==> src/rtl/juggle_pkg.sv <==
// Shared definitions for the siteswap pattern scheduler: limits, FSM states,
// landing-schedule entry type and a small modulo helper used by the validator.
package juggle_pkg;

    localparam int MAX_PATTERN_LEN = 7;
    localparam int MAX_HEIGHT      = 7;

    typedef enum logic [1:0] {
        ST_LOAD  = 2'd0,
        ST_CHECK = 2'd1,
        ST_RUN   = 2'd2,
        ST_ERROR = 2'd3
    } state_t;

    typedef struct packed {
        logic       valid;
        logic [2:0] id;
    } land_t;

    // v <= 13 and m >= 1 in practice; eight conditional subtractions cover the
    // worst case (m = 1, v = 7).
    function automatic logic [2:0] mod_small(input logic [3:0] v, input logic [2:0] m);
        logic [3:0] r;
        r = v;
        for (int k = 0; k < 8; k++) begin
            if (r >= {1'b0, m}) r = r - {1'b0, m};
        end
        return r[2:0];
    endfunction

endpackage

==> src/rtl/validate_pattern.sv <==
// Combinational siteswap check: a pattern is valid when every throw position
// i lands on a distinct beat (i + slot[i]) mod length.
module validate_pattern
    import juggle_pkg::*;
(
    input  logic [MAX_PATTERN_LEN-1:0][2:0] slots,
    input  logic [2:0]                      length,
    output logic                            valid
);

    logic [7:0] hit;
    logic [2:0] land;
    logic       ok;

    always_comb begin
        hit  = '0;
        land = '0;
        ok   = (length != 3'd0);
        for (int i = 0; i < MAX_PATTERN_LEN; i++) begin
            land = mod_small({1'b0, 3'(i)} + {1'b0, slots[i]}, length);
            if (3'(i) < length) begin
                if (hit[land]) ok = 1'b0;
                hit[land] = 1'b1;
            end
        end
        valid = ok;
    end

endmodule

==> src/rtl/pattern_scheduler.sv <==
// Loads a siteswap pattern digit by digit, validates it, then plays it one
// throw per beat while tracking which ball lands on each future beat.
module pattern_scheduler
    import juggle_pkg::*;
#(
    parameter int BEAT_PERIOD = 25_000_000
) (
    input  logic       clk_in,
    input  logic       rst_in,
    input  logic [2:0] digit_in,
    input  logic       digit_valid_in,
    output logic       digit_ready_out,
    input  logic       commit_in,
    input  logic       clear_in,
    output logic [2:0] pattern_length_out,
    output logic       running_out,
    output logic       error_out,
    output logic       throw_valid_out,
    output logic [2:0] throw_height_out,
    output logic [2:0] throw_ball_out,
    output logic [2:0] throw_index_out
);

    localparam int CW = (BEAT_PERIOD > 1) ? $clog2(BEAT_PERIOD) : 1;
    localparam logic [CW-1:0] BEAT_LAST = CW'(BEAT_PERIOD - 1);

    state_t                             state;
    logic [2:0]                         length;
    logic [MAX_PATTERN_LEN-1:0][2:0]    slots;
    logic [MAX_PATTERN_LEN-1:0][2:0]    slots_masked;
    land_t [MAX_HEIGHT-1:0]             sched;
    land_t [MAX_HEIGHT-1:0]             sched_nxt;
    logic [2:0]                         next_id;
    logic [2:0]                         id_nxt;
    logic [2:0]                         index;
    logic [2:0]                         index_nxt;
    logic [CW-1:0]                      beat_cnt;
    logic [2:0]                         cur_h;
    logic [2:0]                         cur_ball;
    logic                               accept;
    logic [2:0]                         len_nxt;
    logic                               pattern_ok;

    assign digit_ready_out    = (state == ST_LOAD) && (length < 3'd7);
    assign accept             = digit_valid_in && digit_ready_out;
    assign len_nxt            = length + {2'b00, accept};
    assign pattern_length_out = length;
    assign running_out        = (state == ST_RUN);
    assign error_out          = (state == ST_ERROR);

    // Stale digits from an earlier, longer pattern must not reach the validator.
    always_comb begin
        for (int i = 0; i < MAX_PATTERN_LEN; i++) begin
            slots_masked[i] = (3'(i) < length) ? slots[i] : 3'd0;
        end
    end

    validate_pattern u_validate (
        .slots  (slots_masked),
        .length (length),
        .valid  (pattern_ok)
    );

    assign cur_h     = slots[index];
    assign index_nxt = (index == length - 3'd1) ? 3'd0 : index + 3'd1;

    // Shift the landing schedule by one beat, then park the thrown ball h-1
    // entries ahead (it lands h beats from now).
    always_comb begin
        for (int i = 0; i < MAX_HEIGHT - 1; i++) begin
            sched_nxt[i] = sched[i + 1];
        end
        sched_nxt[MAX_HEIGHT-1] = '0;
        cur_ball = 3'd0;
        id_nxt   = next_id;
        if (cur_h != 3'd0) begin
            if (sched[0].valid) begin
                cur_ball = sched[0].id;
            end else begin
                cur_ball = next_id;
                id_nxt   = next_id + 3'd1;
            end
            for (int i = 0; i < MAX_HEIGHT; i++) begin
                if (3'(i) == cur_h - 3'd1) sched_nxt[i] = '{valid: 1'b1, id: cur_ball};
            end
        end
    end

    always_ff @(posedge clk_in or posedge rst_in) begin
        if (rst_in) begin
            state            <= ST_LOAD;
            length           <= '0;
            slots            <= '0;
            sched            <= '0;
            next_id          <= 3'd1;
            index            <= '0;
            beat_cnt         <= '0;
            throw_valid_out  <= 1'b0;
            throw_height_out <= '0;
            throw_ball_out   <= '0;
            throw_index_out  <= '0;
        end else begin
            throw_valid_out <= 1'b0;
            if (clear_in) begin
                state            <= ST_LOAD;
                length           <= '0;
                slots            <= '0;
                sched            <= '0;
                next_id          <= 3'd1;
                index            <= '0;
                beat_cnt         <= '0;
                throw_height_out <= '0;
                throw_ball_out   <= '0;
                throw_index_out  <= '0;
            end else begin
                case (state)
                    ST_LOAD: begin
                        if (accept) begin
                            for (int i = 0; i < MAX_PATTERN_LEN; i++) begin
                                if (3'(i) == length) slots[i] <= digit_in;
                            end
                        end
                        length <= len_nxt;
                        if (commit_in) state <= (len_nxt == 3'd0) ? ST_ERROR : ST_CHECK;
                    end
                    ST_CHECK: begin
                        beat_cnt <= '0;
                        index    <= '0;
                        state    <= pattern_ok ? ST_RUN : ST_ERROR;
                    end
                    ST_RUN: begin
                        if (beat_cnt == BEAT_LAST) begin
                            beat_cnt         <= '0;
                            throw_valid_out  <= 1'b1;
                            throw_height_out <= cur_h;
                            throw_ball_out   <= cur_ball;
                            throw_index_out  <= index;
                            sched            <= sched_nxt;
                            next_id          <= id_nxt;
                            index            <= index_nxt;
                        end else begin
                            beat_cnt <= beat_cnt + 1'b1;
                        end
                    end
                    ST_ERROR: ;
                    default: state <= ST_LOAD;
                endcase
            end
        end
    end

endmodule

==> config.mk <==
export PLATFORM = sky130hd
export DESIGN_NAME = pattern_scheduler
export DESIGN_NICKNAME = d
export VERILOG_FILES = /design/src/rtl/juggle_pkg.sv /design/src/rtl/validate_pattern.sv /design/src/rtl/pattern_scheduler.sv
export SDC_FILE = /design/constraint.sdc
export NUM_CORES = 1
export LEC_CHECK = 0
export CORE_MARGIN = 5
export CORE_UTILIZATION = 38
export DETAILED_ROUTE_END_ITERATION = 7
export RECOVER_POWER = 100
export SYNTH_ARGS = -nofsm -noshare
export SYNTH_HDL_FRONTEND = slang
export SYNTH_SLANG_ARGS = --single-unit
==> constraint.sdc <==
create_clock -name clk_in -period 20.8 [get_ports clk_in]
set_input_delay 2.08 -clock clk_in [delete_from_list [all_inputs] [get_ports clk_in]]
set_output_delay 2.08 -clock clk_in [all_outputs]
set_load 0.005 [all_outputs]
==> flow_metrics.tcl, run 1 <==
set metrics [dict create \
    grt_pass1_wl_um 74000 \
    die_h_um 222 \
    final.setup.tns_ps 0 \
    clkTransAtPathRegs_ps 70 \
    synth_edf_count 0 \
    async_reset_ff_share_pct 100 \
    end_kind "flip-flop" \
    worstHoldStart "sched[7]" \
    violations "capacitance limit, slew limit" \
    vias 15400 \
    drtIter0Drc 976 \
    crit_top_cell "nand2_1" \
    die_x_um 222 \
    synth_top_area_cell "dfrtp_1" \
    post-route-drc-count 0 \
    max-clock-path-buffers 2 \
    antenna_found_initial 0 \
    diodes 0 \
    slew_violations 189 \
    synth.most_common_cell "nand2_1" \
    timing_worst_setup_path_type "reg -> reg" \
    fmax_ghz 0.0549 \
    outcome "finished with violations" \
    clock_skew_ps 11.8 \
    drtPass1Iterations 5 \
    initial_core_util_pct 38.6 \
    grtUsageTotal_pct 17.1 \
    critPathLaunch "pattern_length_out[0]" \
    ys.flop_type "dfrtp_1" \
    postCtsSetupBuffers 0 \
    cpMaxStageDelayCell "clkbuf_1" \
    relSlewSlack_pct -149 \
    final_cells 2680 \
    grt_max_degree 71 \
    min_period_ps 18210 \
    rsz0062_at_grt "no" \
    placementRows 77 \
    core_area_um2 44300 \
    critPathRequiredTime_ps 21000 \
    synth.top_cells.by_count "237 x nand2_1, 184 x ha_1, 135 x nor2_1, 128 x a21oi_1, 123 x inv_1" \
    fin_crit_sh_pct 87.5 \
    hold_ws_ps 474 \
    maxCapViolCount 5 \
    start_kind "flip-flop" \
    hp-class "reg -> reg" \
    fill_cells 4480 \
    overflow 0 \
    setup_viol 0 \
    cts-htree-levels 3 \
    nNetsFinal 2333 \
    drt_wl_total_um 44000 \
    cts_tree "yes" \
    cts.sinks 95 \
    detail_route.vias_per_cell 5.76 \
    ioPinCount 24 \
    crit_arrival_ps 18410 \
    synthTopCellsByArea "dfrtp_1 14%, ha_1 13%, fa_1 6.8%, nand2_1 5.2%, mux2i_1 4.9%" \
    cts_resized 0 \
    ys_warn_count 0 \
    syn_avg_cell_area_um2 8.22 \
    netlist_instances 2078 \
    wl_per_cell_um 16.4 \
    place_congestion 0.900 \
    portBuffers 23 \
    slowest_delay_ps 1320 \
    yosys.cell_types.count 121 \
    drive_above_1_share_pct 9.15 \
    tightest_slew_ps 3740 \
    r2r_start "pattern_length_out[0]" \
    insertion_delay_ps 350 \
    die-area_um2 49300 \
    crit_path_max_fanout 28 \
    yosysSeqAreaShare_pct 13.9 \
    netlist.area_leader.share_pct 13.8 \
    hold_buffers 0 \
    synth_fp_nets 2328 \
    hold_violations 0 \
    grt_pass1_vias 15100 \
    cts-root-buf "clkbuf_16" \
    cts_buffers 9 \
    areaGrowthSynthToFinish_pct 6.74 \
    dpl.hpwl_um 34000 \
    ys_ff_latch 95 \
    dp.cells 2664 \
    synthesis.area_um2 17100 \
    antenna_left 0 \
]
-- area by class of cell --
class | instances | area, µm² | share of cell area [%]
Multi-Input combinational cell | 1815 | 14000 | 77.0
Clock buffer | 10 | 229 | 1.26
Inverter | 127 | 480 | 2.63
Tap cell | 592 | 741 | 4.06
Timing Repair Buffer | 35 | 314 | 1.72
Clock inverter | 6 | 52.6 | 0.288
Sequential cell | 95 | 2380 | 13.1
-- logic make-up (layout without fill, tap and decap cells) --
kind of cell | count (synthesis) | after routing | share of synthesized area, %
and+or+nand+nor | 766 | 766 | 22.9
AOI/OAI and AO/OA | 553 | 553 | 23.6
adders and majority gates | 242 | 242 | 20.3
buffers and inverters | 168 | 178 | 3.92
muxes | 166 | 166 | 10.9
DFF | 95 | 95 | 13.9
xor gates and xnor gates | 88 | 88 | 4.51
-- per-layer routing --
layer | routed length (µm) | share of wire [%] | vias up | track usage, %
li1 | - | - | 7696 | -
met4 | 658 | 1.5 | 0 | 3.50
met3 | 1110 | 2.5 | 44 | 0.953
met1 | 21800 | 50 | 7444 | 24.4
met2 | 20400 | 46 | 257 | 28.7
met5 | 0 | 0 | - | 0
-- flip-flops by register name, summed over array words and instances (netlist names) --
name                flops
next_id                 3
state                   2
throw_height_out        3
index                   3
throw_index_out         3
throw_ball_out          3
throw_valid_out         1
beat_cnt               25
pattern_length_out      3
slots                  21
sched                  28
-- stage by stage --
stage / worst slack [ps] / utilization [%] / cell area [µm²]
final: 2590 / 41.1 / 18200
after global routing: 1150 / 41.1 / 18200
after CTS: 3840 / 41.2 / 18300
after detailed placement: 3900 / 40.6 / 18000
after global placement: 4440 / 40.6 / 18000
after floorplan: 3250 / - / 17100
-- final timing paths --
check	to	slack (ps)	cells after the start
max reg2reg	state[0]	2590	69
max	state[0]	2590	69
max in group asynchronous	pattern_length_out[0]	13840	3
min reg2reg	sched[7]	470	2
min	sched[7]	470	2
min in group asynchronous	beat_cnt[23]	2390	2
-- layout by cell type, fill, tap and decap left out, drive strengths merged, types with 18 or more instances in the layout --
master	Yosys	final
mux2i	91	91
xnor2	47	47
nand2b	36	36
ha	184	184
a31oi	20	20
a21o	40	40
and3	23	23
a211oi	29	29
o21ai	114	114
fa	58	58
nor2b	53	53
o21a	18	18
nor2	137	137
or3	20	20
nand3	81	81
nand2	239	239
a21oi	130	130
dfrtp	94	94
nor3	43	43
o211ai	24	24
and2	26	26
mux2	72	72
nand3b	18	18
inv	126	127
nand4	25	25
xor2	41	41
-- worst max-delay path: cells and delay by family, from the launching register on --
family | cells | cell delay [ps]
DFF | 1 | 590
muxes | 3 | 1260
adders and majority gates | 12 | 3550
xor gates and xnor gates | 1 | 270
and+or+nand+nor | 24 | 4430
AOI/OAI and AO/OA | 25 | 6260
buffers and inverters | 4 | 1630
Power of run 1 is not shown: default switching activity piles up to over one toggle a cycle in this logic, so the estimate is an artifact.
==> run 2: changes to the inputs <==
Settings changed: CORE_UTILIZATION 38 to 35, CTS_CLUSTER_DIAMETER from default to 100.
Clock period 20.8 ns to 23.6 ns, I/O delays scaled along.
==> run 2 against run 1 <==
The run still ends with capacitance limit, slew limit left. Register-to-register slack better by 2600 ps. Utilization decreased by 3.6 points. Die area is 8.2% higher. Flip-flop and latch count did not move. Global-route usage decreased by 1.0 points. Critical path depth rose by 2. Design area is 0.24% higher. Critical path type unchanged.
==> flow_metrics.tcl, run 2 (synthesis gave the netlist of run 1 again) <==
set metrics [dict create \
    timing_worst_setup_path_type "reg -> reg" \
    pre_cts_ws_ps 7240 \
    areaGrowthSynthToFinish_pct 6.99 \
    violations "capacitance limit, slew limit" \
    critPathLaunch "pattern_length_out[1]" \
    crit_path_end "state[0]" \
    clock_skew_ps 13.6 \
    slew_violations 162 \
    fmax_ghz 0.0543 \
    postCtsSetupBuffers 0 \
    fill_cells 4885 \
    outcome "finished with violations" \
    layout_common_cells "237 x nand2_1, 184 x ha_1, 135 x nor2_1" \
    grt_pass1_wl_um 73900 \
    top_regs "sched: 28 flops, beat_cnt: 25 flops, slots: 21 flops" \
    place_congestion 0.918 \
    path_depth 71 \
    grt_pass1_vias 15300 \
    hold_violations 0 \
    dpl.hpwl_um 33900 \
    timing.final.ws_setup_ps 5190 \
    drtPass1Iterations 7 \
    largest_reg_flops 28 \
    cts-root-buf "clkbuf_16" \
    maxCapViolCount 4 \
    r2r_start "pattern_length_out[1]" \
    detail_route.vias_per_cell 5.70 \
    antenna_left 0 \
    final_common_cell "nand2_1" \
    hp-class "reg -> reg" \
    nNetsFinal 2334 \
    grt_max_degree 65 \
    hold_buffers 0 \
    ioPinCount 24 \
    rsz0062_at_grt "no" \
    vias 15500 \
    slowest_delay_ps 1780 \
    start_kind "flip-flop" \
    die-area_um2 53300 \
    initial_core_util_pct 35.1 \
    fin_crit_sh_pct 78.0 \
    dp.cells 2695 \
    drt_wl_total_um 43800 \
    cpMaxStageDelayCell "clkbuf_1" \
    worstReg2RegEnd "state[0]" \
    die_h_um 231 \
    cts_buffers 9 \
    antenna_found_initial 0 \
    insertion_delay_ps 360 \
    drtIter0Drc 1022 \
    cts_resized 0 \
    cts-htree-levels 3 \
    overflow 0 \
    grtUsageTotal_pct 16.0 \
    core_area_um2 48600 \
    cts_tree "yes" \
    crit_top_cell "nand2_1" \
    wl_per_cell_um 16.2 \
    cts.sinks 95 \
    worst-path-buf-inv 4 \
    final.setup.tns_ps 0 \
    min_period_ps 18410 \
    end_kind "flip-flop" \
    hold_ws_ps 478 \
    drive_above_1_share_pct 9.24 \
    path_delay_family "compound AO/OA/AOI/OAI gates" \
    placementRows 81 \
    reg2reg_setup_slack_ps 5190 \
    regMostFlops "sched" \
    diodes 0 \
    crit_path_max_fanout 28 \
    max-clock-path-buffers 2 \
    critPathRequiredTime_ps 23820 \
    setup_viol 0 \
    portBuffers 23 \
    final_cells 2711 \
    tightest_slew_ps 3400 \
    die_x_um 231 \
    ff2ff_path_depth 71 \
    post-route-drc-count 0 \
    clkTransAtPathRegs_ps 70 \
    relSlewSlack_pct -127 \
    crit_arrival_ps 18640 \
]
-- run 2: worst min path at each step --
stage | start | cells after the start | to
floorplan | sched[11] | 2 | sched[11]
global placement | sched[7] | 2 | sched[7]
detailed placement | sched[7] | 2 | sched[7]
CTS | sched[7] | 2 | sched[7]
global route | sched[19] | 2 | sched[19]
finish | sched[7] | 2 | sched[7]
-- run 2: stage by stage --
stage,cell area (µm²),util [%]
2_1_floorplan,17100,-
3_3_place_gp,18000,37.0
3_5_place_dp,18000,37.0
4_1_cts,18300,37.6
5_1_grt,18300,37.6
6_report,18300,37.6
-- run 2: area by class of cell --
class                      count  area [µm²]  share of cell area [%]
sequential                    95        2380                    13.0
tap                          622         778                    4.26
multi-input combinational   1815       14000                    76.8
clock inverter                 7        68.8                   0.376
clock buffer                   9         225                    1.23
timing repair buffer          36         317                    1.73
inverter                     127         480                    2.63
-- run 2: metal layers --
layer | GRT usage, % | part of all wire [%]
met4 | 3.05 | 1.4
met2 | 28.1 | 48
met5 | 0 | 0
met3 | 0.898 | 2.8
met1 | 22.1 | 48
-- run 2: worst min-delay path, stage by stage (launching register included) --
cell	delay, ps
dfrtp_1	350
nand2_1	50
nand2_1	50
Power of run 2 is left out for the same reason.
==> run 3: changes to the inputs <==
Clock period 23.6 ns to 15 ns, I/O delays scaled along.
==> run 3 against run 2 <==
The run still ends with capacitance limit, slew limit left. Clock-buffer cell count rose by 1. Via count rose by 0.72%. Clock skew barely moved. Sequential share of layout area fell by 0.60 points. Routed wire length rose by 2.6%. Maximum frequency rose by 29%. Design area rose by 5.2%. Non-clock buffer count rose by 47. Flip-flop and latch count did not move. Highest routed layer unchanged.
==> flow_metrics.tcl, run 3 (synthesis gave the netlist of run 1 again) <==
set metrics [dict create \
    die_h_um 231 \
    multi_input_area_um2 14600 \
    post-route-drc-count 0 \
    min_period_ps 14300 \
    relSlewSlack_pct -195 \
    wl_per_cell_um 16.3 \
    fin_crit_sh_pct 95.3 \
    overflow 0 \
    antenna_left 0 \
    top_regs "sched: 28 flops, beat_cnt: 25 flops, slots: 21 flops" \
    path_delay_family "adder cells" \
    cts-root-buf "clkbuf_16" \
    slowest_delay_ps 550 \
    path_depth 70 \
    slew_violations 82 \
    place_congestion 0.911 \
    max-clock-path-buffers 2 \
    grt_pass1_wl_um 74400 \
    hold_buffers 0 \
    regMostFlops "sched" \
    outcome "finished with violations" \
    diodes 0 \
    critPathRequiredTime_ps 15210 \
    nNetsFinal 2381 \
    crit_arrival_ps 14510 \
    fmax_ghz 0.0699 \
    portBuffers 23 \
    final_common_cell "nand2_1" \
    grtUsageTotal_pct 16.2 \
    final.setup.tns_ps 0 \
    grt_pass1_vias 15000 \
    detail_route.vias_per_cell 5.65 \
    setup_viol 0 \
    cts.sinks 95 \
    cts_buffers 9 \
    ff2ff_path_depth 70 \
    clock_skew_ps 13.3 \
    hold_violations 0 \
    initial_core_util_pct 35.1 \
    areaGrowthSynthToFinish_pct 12.6 \
    layout_common_cells "233 x nand2_1, 178 x ha_1, 133 x nor2_1" \
    ioPinCount 24 \
    drive_above_1_share_pct 15.1 \
    drt_wl_total_um 44900 \
    violations "capacitance limit, slew limit" \
    crit_top_cell "ha_1" \
    drtIter0Drc 1075 \
    end_kind "flip-flop" \
    timing_worst_setup_path_type "reg -> reg" \
    holdPathStages 2 \
    drtPass1Iterations 5 \
    antenna_found_initial 0 \
    cpMaxStageDelayCell "dfrtp_4" \
    crit_path_max_fanout 15 \
    worst-path-buf-inv 5 \
    placementRows 81 \
    die_x_um 231 \
    largest_reg_flops 28 \
    core_area_um2 48600 \
    die-area_um2 53300 \
    cts-htree-levels 3 \
    grt_max_degree 82 \
    start_kind "flip-flop" \
    dpl.hpwl_um 34700 \
    hp-class "reg -> reg" \
    vias 15600 \
    insertion_delay_ps 350 \
    maxCapViolCount 1 \
    clkTransAtPathRegs_ps 70 \
    register_area_um2 2390 \
    cts_tree "yes" \
    tightest_slew_ps 4430 \
    fill_cells 4824 \
]
## run 3: changes by cell type in the layout (fill, tap and decap cells not counted), moves of 4 or more
cell,delta
mux2_4,+4
mux2_2,-4
nand2_1,-4
o21ai_0,-7
mux2i_2,+6
mux2i_1,-8
o21ai_2,+4
a21oi_4,+4
a21oi_2,+13
ha_1,-6
buf_4,+42
a21oi_1,-17
## run 3: layer usage
metal / global-route usage, % / share of wire (%) / wire (µm)
met5: 0 / 0 / 0
met3: 1.27 / 2.6 / 1150
met2: 28.0 / 49 / 21900
met1: 22.5 / 47 / 21300
met4: 2.49 / 1.3 / 569
## run 3: cell type report
cell class                 instances  share of cell area, %
sequential                        95                   12.4
tap                              622                   4.05
multi-input combinational       1815                   75.8
clock buffer                      10                   1.19
timing repair buffer              83                   3.59
inverter                         127                   2.56
clock inverter                     6                  0.377
## run 3: tightest hold or removal path, cell delays in order (launching register included)
cell	delay, ps
dfrtp_1	340
nand2_1	50
nand2_1	50
## run 3: worst paths after layout
check / startpoint / to / slack (ps)
worst max-delay path: pattern_length_out[1] / state[0] / 700
min in group asynchronous: rst_in / beat_cnt[18] / 1640
worst min register to register: sched[7] / sched[7] / 480
worst min-delay path: sched[7] / sched[7] / 480
max in group asynchronous: rst_in / pattern_length_out[0] / 8150
worst max register to register: pattern_length_out[1] / state[0] / 700
## run 3: what timing repair did
item / CTS / global route
pin swaps: 0 / 18
endpoints found under the hold margin: 0 / 0
buffers inserted: 0 / 25
setup endpoints to repair: 1 / 1
resized for setup: 2 / 85
## run 3: per-stage QoR
stage	cell area [µm²]	utilization [%]	worst slack, ps	instances	hold WS, ps
after floorplan	17300	-	-11.0	2078	433
after global placement	18400	37.7	166	2717	462
after detailed placement	18400	37.7	-117	2717	461
after CTS	18700	38.4	16.3	2733	484
after global routing	19200	39.5	-83.7	2758	506
final	19200	39.5	701	2758	476
Power of run 3 is left out for the same reason.
